### config.mk
export PLATFORM = sky130hd
export DESIGN_NAME = simon_key_sched_flat
export DESIGN_NICKNAME = d
export VERILOG_FILES = /design/src/rtl/simon_pkg.sv /design/src/rtl/simon_key_sched_if.sv /design/src/rtl/simon_ks_step.sv /design/src/rtl/simon_key_sched.sv /design/src/flat_wrapper.sv
export SDC_FILE = /design/constraint.sdc
export NUM_CORES = 1
export LEC_CHECK = 0
export ABC_AREA = 1
export CAP_MARGIN = 20
export CORE_ASPECT_RATIO = 0.7
export CORE_UTILIZATION = 38
export CTS_CLUSTER_DIAMETER = 120
export CTS_CLUSTER_SIZE = 10
export DETAILED_ROUTE_END_ITERATION = 6
export HOLD_SLACK_MARGIN = 0.1
export SLEW_MARGIN = 25
export SYNTH_ARGS = -nofsm -noshare
export SYNTH_HDL_FRONTEND = slang
export SYNTH_SLANG_ARGS = --single-unit
export TNS_END_PERCENT = 20
### constraint.sdc
create_clock -name clk -period 2.65 [get_ports clk]
set_input_delay 0.53 -clock clk [delete_from_list [all_inputs] [get_ports clk]]
set_output_delay 0.53 -clock clk [all_outputs]
set_load 0.1 [all_outputs]
### src/rtl/simon_pkg.sv
// Shared Simon key-schedule definitions: z constant sequences, FSM states
// and the legal-configuration check used at elaboration time.
package simon_pkg;

    typedef enum logic {
        ST_IDLE = 1'b0,
        ST_RUN  = 1'b1
    } ks_state_t;

    function automatic logic [61:0] rev62(input logic [61:0] v);
        logic [61:0] r;
        for (int t = 0; t < 62; t++) begin
            r[t] = v[61-t];
        end
        return r;
    endfunction

    // Literals are written as published (first digit leftmost) and reversed so bit t = z_j[t].
    localparam logic [61:0] Z_TABLE [5] = '{
        rev62(62'b11111010001001010110000111001101111101000100101011000011100110),
        rev62(62'b10001110111110010011000010110101000111011111001001100001011010),
        rev62(62'b10101111011100000011010010011000101000010001111110010110110011),
        rev62(62'b11011011101011000110010111100000010010001010011100110100001111),
        rev62(62'b11010001111001101011011000100000010111000011001010010011101111)
    };

    function automatic bit simon_cfg_ok(input int w, input int m, input int r, input int z);
        bit pair_ok;
        case (w)
            16:      pair_ok = (m == 4);
            24, 32:  pair_ok = (m == 3) || (m == 4);
            48:      pair_ok = (m == 2) || (m == 3);
            64:      pair_ok = (m >= 2) && (m <= 4);
            default: pair_ok = 1'b0;
        endcase
        return pair_ok && (r >= m + 1) && (r <= 72) && (z >= 0) && (z <= 4);
    endfunction

endpackage

### src/rtl/simon_key_sched_if.sv
// Round-key stream: valid/ready handshake carrying key, index and last flag.
// Master drives the key; slave applies back-pressure through rk_ready.
interface simon_key_sched_if #(
    parameter int WORD_W = 16,
    parameter int IDX_W  = 5
);
    logic              rk_valid;
    logic              rk_ready;
    logic [WORD_W-1:0] round_key;
    logic [IDX_W-1:0]  rk_index;
    logic              rk_last;

    modport master (output rk_valid, round_key, rk_index, rk_last, input rk_ready);
    modport slave  (input rk_valid, round_key, rk_index, rk_last, output rk_ready);
endinterface

### src/rtl/simon_ks_step.sv
// One Simon key-expansion step: k[i] from k[i-1], k[i-3], k[i-m] and z bit.
// Purely combinational, zero latency, no flow control.
module simon_ks_step #(
    parameter int WORD_W    = 16,
    parameter int KEY_WORDS = 4
) (
    input  logic [WORD_W-1:0] i_k_im1,
    input  logic [WORD_W-1:0] i_k_im3,
    input  logic [WORD_W-1:0] i_k_im,
    input  logic              i_z,
    output logic [WORD_W-1:0] o_k
);

    localparam logic [WORD_W-1:0] C_CONST = {{(WORD_W-2){1'b1}}, 2'b00};

    function automatic logic [WORD_W-1:0] ror(input logic [WORD_W-1:0] x, input int r);
        return (x >> r) | (x << (WORD_W - r));
    endfunction

    logic [WORD_W-1:0] w_tmp;
    logic [WORD_W-1:0] w_k3_term;

    // Only the four-word schedule folds in k[i-3].
    assign w_k3_term = (KEY_WORDS == 4) ? i_k_im3 : '0;
    assign w_tmp     = ror(i_k_im1, 3) ^ w_k3_term;
    assign o_k       = C_CONST ^ {{(WORD_W-1){1'b0}}, i_z} ^ i_k_im ^ w_tmp ^ ror(w_tmp, 1);

endmodule

### src/rtl/simon_key_sched.sv
// Simon key schedule: start loads the master key, k[0] valid next cycle, one key per accepted handshake;
// rk_ready low holds the stream. SIMON_KS_STORE_EN adds a round-key buffer with a 1-cycle read port.
module simon_key_sched
    import simon_pkg::*;
#(
    parameter  int WORD_W    = 16,
    parameter  int KEY_WORDS = 4,
    parameter  int ROUNDS    = 32,
    parameter  int Z_SEQ     = 0,
    localparam int IDX_W     = $clog2(ROUNDS)
) (
    input  logic                        clk,
    input  logic                        reset_n,
    input  logic                        start,
    input  logic [WORD_W*KEY_WORDS-1:0] key,
    simon_key_sched_if.master           rk,
    output logic                        busy,
    output logic                        done,
    input  logic [IDX_W-1:0]            rd_addr,
    output logic [WORD_W-1:0]           rd_data
);

    generate
        if (!simon_cfg_ok(WORD_W, KEY_WORDS, ROUNDS, Z_SEQ)) begin : g_bad_cfg
            $error("simon_key_sched: illegal WORD_W/KEY_WORDS/ROUNDS/Z_SEQ combination");
        end
    endgenerate

    localparam int IM3 = (KEY_WORDS == 4) ? 1 : 0;

    ks_state_t         r_state, w_state_nxt;
    logic              r_done, w_done_nxt;
    logic [WORD_W-1:0] r_k [KEY_WORDS];
    logic [IDX_W-1:0]  r_idx;
    logic [5:0]        r_zidx;
    logic              w_hs;
    logic              w_last;
    logic [WORD_W-1:0] w_k_new;

    assign w_last = (r_idx == IDX_W'(ROUNDS - 1));
    assign w_hs   = (r_state == ST_RUN) && rk.rk_ready;

    always_ff @(posedge clk or negedge reset_n) begin
        if (!reset_n) begin
            r_state <= ST_IDLE;
            r_done  <= 1'b0;
        end else begin
            r_state <= w_state_nxt;
            r_done  <= w_done_nxt;
        end
    end

    // start outranks a simultaneous handshake, including one on the last key.
    always_comb begin
        w_state_nxt = r_state;
        w_done_nxt  = r_done;
        if (start) begin
            w_state_nxt = ST_RUN;
            w_done_nxt  = 1'b0;
        end else if (w_hs && w_last) begin
            w_state_nxt = ST_IDLE;
            w_done_nxt  = 1'b1;
        end
    end

    // r_k[0] is the key on the bus; r_k[j] holds k[i+j].
    simon_ks_step #(
        .WORD_W   (WORD_W),
        .KEY_WORDS(KEY_WORDS)
    ) u_step (
        .i_k_im1(r_k[KEY_WORDS-1]),
        .i_k_im3(r_k[IM3]),
        .i_k_im (r_k[0]),
        .i_z    (Z_TABLE[Z_SEQ][r_zidx]),
        .o_k    (w_k_new)
    );

    always_ff @(posedge clk or negedge reset_n) begin
        if (!reset_n) begin
            for (int j = 0; j < KEY_WORDS; j++) begin
                r_k[j] <= '0;
            end
            r_idx  <= '0;
            r_zidx <= '0;
        end else if (start) begin
            for (int j = 0; j < KEY_WORDS; j++) begin
                r_k[j] <= key[j*WORD_W +: WORD_W];
            end
            r_idx  <= '0;
            r_zidx <= '0;
        end else if (w_hs) begin
            for (int j = 0; j < KEY_WORDS - 1; j++) begin
                r_k[j] <= r_k[j+1];
            end
            r_k[KEY_WORDS-1] <= w_k_new;
            r_idx            <= r_idx + 1'b1;
            r_zidx           <= (r_zidx == 6'd61) ? 6'd0 : r_zidx + 6'd1;
        end
    end

    assign rk.rk_valid  = (r_state == ST_RUN);
    assign rk.round_key = r_k[0];
    assign rk.rk_index  = r_idx;
    assign rk.rk_last   = (r_state == ST_RUN) && w_last;
    assign busy         = (r_state == ST_RUN);
    assign done         = r_done;

`ifdef SIMON_KS_STORE_EN
    logic [WORD_W-1:0] r_buf [ROUNDS];
    logic [WORD_W-1:0] r_rd_data;

    always_ff @(posedge clk) begin
        if (w_hs && !start) begin
            r_buf[r_idx] <= r_k[0];
        end
    end

    always_ff @(posedge clk or negedge reset_n) begin
        if (!reset_n) begin
            r_rd_data <= '0;
        end else begin
            r_rd_data <= r_buf[rd_addr];
        end
    end

    assign rd_data = r_rd_data;
`else
    logic w_unused_rd_addr;
    assign w_unused_rd_addr = ^rd_addr;
    assign rd_data          = '0;
`endif

endmodule

### src/flat_wrapper.sv
// flat-port wrapper written by rule: the top's interface ports become plain ports
module simon_key_sched_flat import simon_pkg::*;
#(
    parameter  int WORD_W    = 16,
    parameter  int KEY_WORDS = 4,
    parameter  int ROUNDS    = 32,
    parameter  int Z_SEQ     = 0,
    localparam int IDX_W     = $clog2(ROUNDS)
)
  (clk, reset_n, start, key, busy, done, rd_addr, rd_data, rk_rk_valid, rk_round_key, rk_rk_index, rk_rk_last, rk_rk_ready);
  simon_key_sched_if #(.WORD_W(WORD_W), .IDX_W(5)) rk_i ();
  input  logic clk;
  input  logic reset_n;
  input  logic start;
  input  logic [WORD_W*KEY_WORDS-1:0] key;
  output logic busy;
  output logic done;
  input  logic [IDX_W-1:0] rd_addr;
  output logic [WORD_W-1:0] rd_data;
  output wire logic [$bits(rk_i.rk_valid)-1:0] rk_rk_valid;
  output wire logic [$bits(rk_i.round_key)-1:0] rk_round_key;
  output wire logic [$bits(rk_i.rk_index)-1:0] rk_rk_index;
  output wire logic [$bits(rk_i.rk_last)-1:0] rk_rk_last;
  input wire logic [$bits(rk_i.rk_ready)-1:0] rk_rk_ready;
  assign rk_rk_valid = rk_i.rk_valid;
  assign rk_round_key = rk_i.round_key;
  assign rk_rk_index = rk_i.rk_index;
  assign rk_rk_last = rk_i.rk_last;
  assign rk_i.rk_ready = rk_rk_ready;
  simon_key_sched #(.WORD_W(WORD_W), .KEY_WORDS(KEY_WORDS), .ROUNDS(ROUNDS), .Z_SEQ(Z_SEQ)) u_core (.clk(clk), .reset_n(reset_n), .start(start), .key(key), .rk(rk_i), .busy(busy), .done(done), .rd_addr(rd_addr), .rd_data(rd_data));
endmodule
======== After elaboration in Yosys (flattened, before gate mapping) ========
Memories as Yosys holds them, arrays and structs flattened.
Cells that the tools add are included.
storage, ports and cells
  register bits ........................... 77
  bits in read-only memories .............. 64
  logic and storage cells ................. 37
  memories kept ........................... 1
memory list
  memory            words  bits a word  read ports  clocked after memory_dff  write ports  line                   RTL
  (name not given)  64     1            1           0                         0            simon_key_sched.sv:74  .i_z (Z_TABLE[Z_SEQ][r_zidx]),
operators by class
  add/sub/neg operators ................... 2
  order comparisons ....................... 1
  eq/ne operators ......................... 2
  mux-type cells .......................... 12
  bitwise gates (word level) .............. 6
  reductions and logical operators ........ 5
operators by type and width
  kind                                                         count
  two-way mux 64 bit                                           2
  XOR 16 bit                                                   4
  two-way mux 6 bit                                            3
  OR 13 x 16 -> 16 bit                                         1
  OR 15 x 16 -> 16 bit                                         1
  two-way mux 5 bit                                            2
  less-than comparator 6 x 7 -> 1 bit (second input constant)  1
  adder 6 x 1 -> 6 bit (second input constant)                 1
  == test 6 bit (second input constant)                        1
  adder 5 x 1 -> 5 bit (second input constant)                 1
  == test 5 bit (second input constant)                        1
  two-way mux 1 bit                                            5
  nonzero test 2 bit                                           2
  logical AND 1 bit                                            3

======== Logic depth before layout (Yosys ltp) ========
  depth in word-level cells ............... 7
  depth in mapped cells ................... 12
  gate-level depth less buffers ........... 12

======== Cells and area by module ========
From an unflattened synthesis, not the netlist that was laid out.
unflattened totals
  cell total of the unflattened synthesis .. 734
  area total of the unflattened synthesis .. 4835.9 um^2
modules (own cells, without submodules)
  module           instances  cells an instance  area an instance (um^2)  sequential area each (um^2)
  simon_key_sched  1          487                3888.7                   1926.8
  simon_ks_step    1          247                947.2                    0.0

======== Worst setup path before layout ========
OpenSTA, ideal clock, no wires.
  path type ............................... flip-flop to output port
  from .................................... register u_core.r_idx[0] (netlist: u_core.rk.rk_index[0])
  to ...................................... output port rk_rk_last
  arrival ................................. 2.266 ns
  required time ........................... 2.120 ns
  path slack .............................. -0.146 ns
  cell stages (with the launch flop) ...... 7
  buffers on the path ..................... 0
  cells stage by stage .................... dfrtp_1 -> ha_1 -> nand2_1 -> nor2_1 -> ha_1 -> nand2_1 -> inv_1
on the way
  word-level cells in the longest chain between the ends .. 2
RTL lines
  item                    line                    RTL
  from (decl)             simon_key_sched.sv:34   logic [IDX_W-1:0] r_idx;
  from (signal assigned)  simon_key_sched.sv:96   r_idx <= r_idx + 1'b1;
  == test 5 bit           simon_key_sched.sv:40   assign w_last = (r_idx == IDX_W'(ROUNDS - 1));
  logical AND 1 bit       simon_key_sched.sv:104  assign rk.rk_last = (r_state == ST_RUN) && w_last;
  to (decl)               flat_wrapper.sv:23      output wire logic [$bits(rk_i.rk_last)-1:0] rk_rk_last;
Every way passes these cells.

======== Worst setup path after layout ========
Ends and elaborated chain as after synthesis.

==> run summary <==
status - finished, final reports clean
Final #Nets - 668
later-pin clock latency in the skew report - 0.33 ns
vias in the first global route - 3359
dpl hpwl - 7.94 mm
buffer and inverter count on the worst path - 2
CP top delay family - flip-flops
Mapped Area - 4420 sq um
maximum clock path buffer count - 2
total wire length - 11.2 mm
Worst slew margin - 50.0%
R2R Path End - u_core.r_k[0]
CP startpoint kind - flop
DR WL/cell - 15.0 um
CTS tree - done
synth top area cells - dfrtp_1, nand2_1, xor2_1, buf_4, a22oi_1
Starting Density - 39.6%
register area share after synthesis - 43.6%
Post-Route Setup TNS - 0 ns
minimum clock period - 2.11 ns
Reg2Reg Launch Point - u_core.r_zidx[0]
PD cells - 707 nW/um^2
first-pass GRT wire length - 17.5 mm
ys flop type - dfrtp_1
number of library cell types mapped by synthesis - 30
maximum vdd ir drop - 0.374 mV
post-CTS sizing - 0
die area - 12100 sq um
Rows - 32
placed insts - 729
top-area cell type share of the netlist area - 43.6%
Root Buffer - clkbuf_16
layout cells sized above 1 - 11.5%
fin cells - 745
syn_area_per_cell - 8.56 sq um
worst stage delay on the critical path - 0.40 ns
Setup CP Type - reg2out
ys async rst share - 100%
reg2reg path depth - 10
CP endpoint kind - output port
gpl congestion - 0.846
Area Growth Syn to Fin - 25.1%
HP Class - in2async
maximum fanout along the worst path - 5
Die Y - 92.2 um
Num CTS Buffers - 9
worst hold slack - 0.228 ns
final slew viol count - 0
Final Skew - 0.00494 ns
Slew @ Worst Pin - 0.749 ns
GR Overflow Total - 0
Total Routing Usage GR - 19.4%
clock-pin slew on the worst setup and hold paths - 0.06 ns
final hold violations - 0
Max Cap Viol - 0
IO Count - 114
total number of yosys warnings - 0
post-CTS setup buffer count - 0
initial antenna violation count - 0
Ant. Diodes - 0
htree depth - 3
Yosys reg bits - 77
Pleak - 2.61 nW
DRC viols - 0
DRT Pass-1 Iters - 4
post-cts hold buffer count - 0
most frequent cell after synthesis - nand2_1
Post-synth EDFFs - 0
total number of vias - 3608
R2R setup slack - 0.93 ns
commonest cells in the netlist - nand2_1, dfrtp_1, inv_1
CP cell instances - ha_1 -> nand2_1 -> nor2_1 -> ha_1 -> nand2_1 -> inv_1 -> buf_12
Clock Sinks - 77
largest net degree at the start of global routing - 51
crit path DAT - 1.58 ns
Port Buffers - 92
die outline width - 131 um
initial DRC count - 252
Pwr Total - 3.91 mW
Syn Inst Count - 516
slowest CP cell - dfrtp_2
Tcrit/Tclk final - 79.6%
area leader, netlist - dfrtp_1
unrepaired setup endpoints after global routing - no
ANT nets after route - 0
endpoints failing setup - 0
via/cell ratio - 4.84
Max Freq - 474 MHz
core area - 11200 sq um
CP required - 2.12 ns
-- sequential cells by signal (all words and copies together) (netlist names) --
signal / count
u_core.done: 1
u_core.rk.round_key: 16
u_core.r_zidx: 6
u_core.rk.rk_index: 5
u_core.r_k: 48
u_core.busy: 1
-- kinds of logic (layout without fill, tap and decap cells) --
logic type | after synthesis | count (layout) | share of synthesized area (%)
buffers and inverters | 117 | 178 | 13.8
AO/OA/AOI/OAI | 121 | 121 | 18.2
AND/OR/NAND/NOR | 156 | 156 | 14.9
XOR/XNOR | 36 | 36 | 7.13
flip-flops | 77 | 77 | 43.6
adder cells (fa/ha/maj) | 8 | 8 | 2.27
other | 1 | 16 | 0.0849
-- final cells by class --
class,count,area [sq um]
clock buffer,12,246
clock inverter,4,47.5
fill,1076,5640
inverter,61,231
multi-input combinational,337,1940
sequential,77,1930
tap,153,191
timing repair buffer,101,943
-- report_power, final --
| part | internal (mW) | leakage [nW] | switching, mW |
|---|---|---|---|
| registers | 1.33 | 0.950 | 0.134 |
| clock network | 0.752 | 0.143 | 0.472 |
| logic | 0.383 | 1.51 | 0.839 |
-- how the worst max path moves through the flow --
stage | startpoint | end | slack [ns] | cells past startpoint
floorplan | u_core.rk.rk_index[2] | rk_rk_last | 0.1 | 5
global placement | rk_rk_ready | u_core.r_k[12] | 0.52 | 7
detailed placement | rk_rk_ready | u_core.r_k[13] | 0.49 | 7
CTS | u_core.rk.rk_index[0] | rk_rk_last | 0.52 | 7
global route | u_core.rk.rk_index[0] | rk_rk_last | 0.40 | 7
finish | u_core.rk.rk_index[0] | rk_rk_last | 0.54 | 7
-- layout by cell type, fill, tap and decap left out, drive strengths merged, types with 19 or more instances in the layout --
master | Yosys | final
clkdlybuf4s50 | 0 | 65
dfrtp | 77 | 77
buf | 48 | 36
o21ai | 47 | 47
nand2 | 114 | 114
inv | 61 | 61
a22oi | 31 | 31
a21oi | 19 | 19
nand3 | 19 | 19
xor2 | 31 | 31
-- layer usage --
metal  global-route usage [%]  wire [um]  part of all wire, %
met5                        0          0                    0
met4                     4.31         62                 0.55
met3                     4.78        549                  4.9
met2                     27.3       4760                   43
met1                     29.5       5820                   52
-- stage by stage --
step	util, %	setup slack (ns)	area (sq um)
after floorplan	-	0.0980	4480
after global placement	46.8	0.521	5230
after detailed placement	46.8	0.491	5230
after CTS	49.5	0.521	5530
after global routing	49.5	0.403	5530
final	49.5	0.540	5530
(Power assumes the default switching activity.)
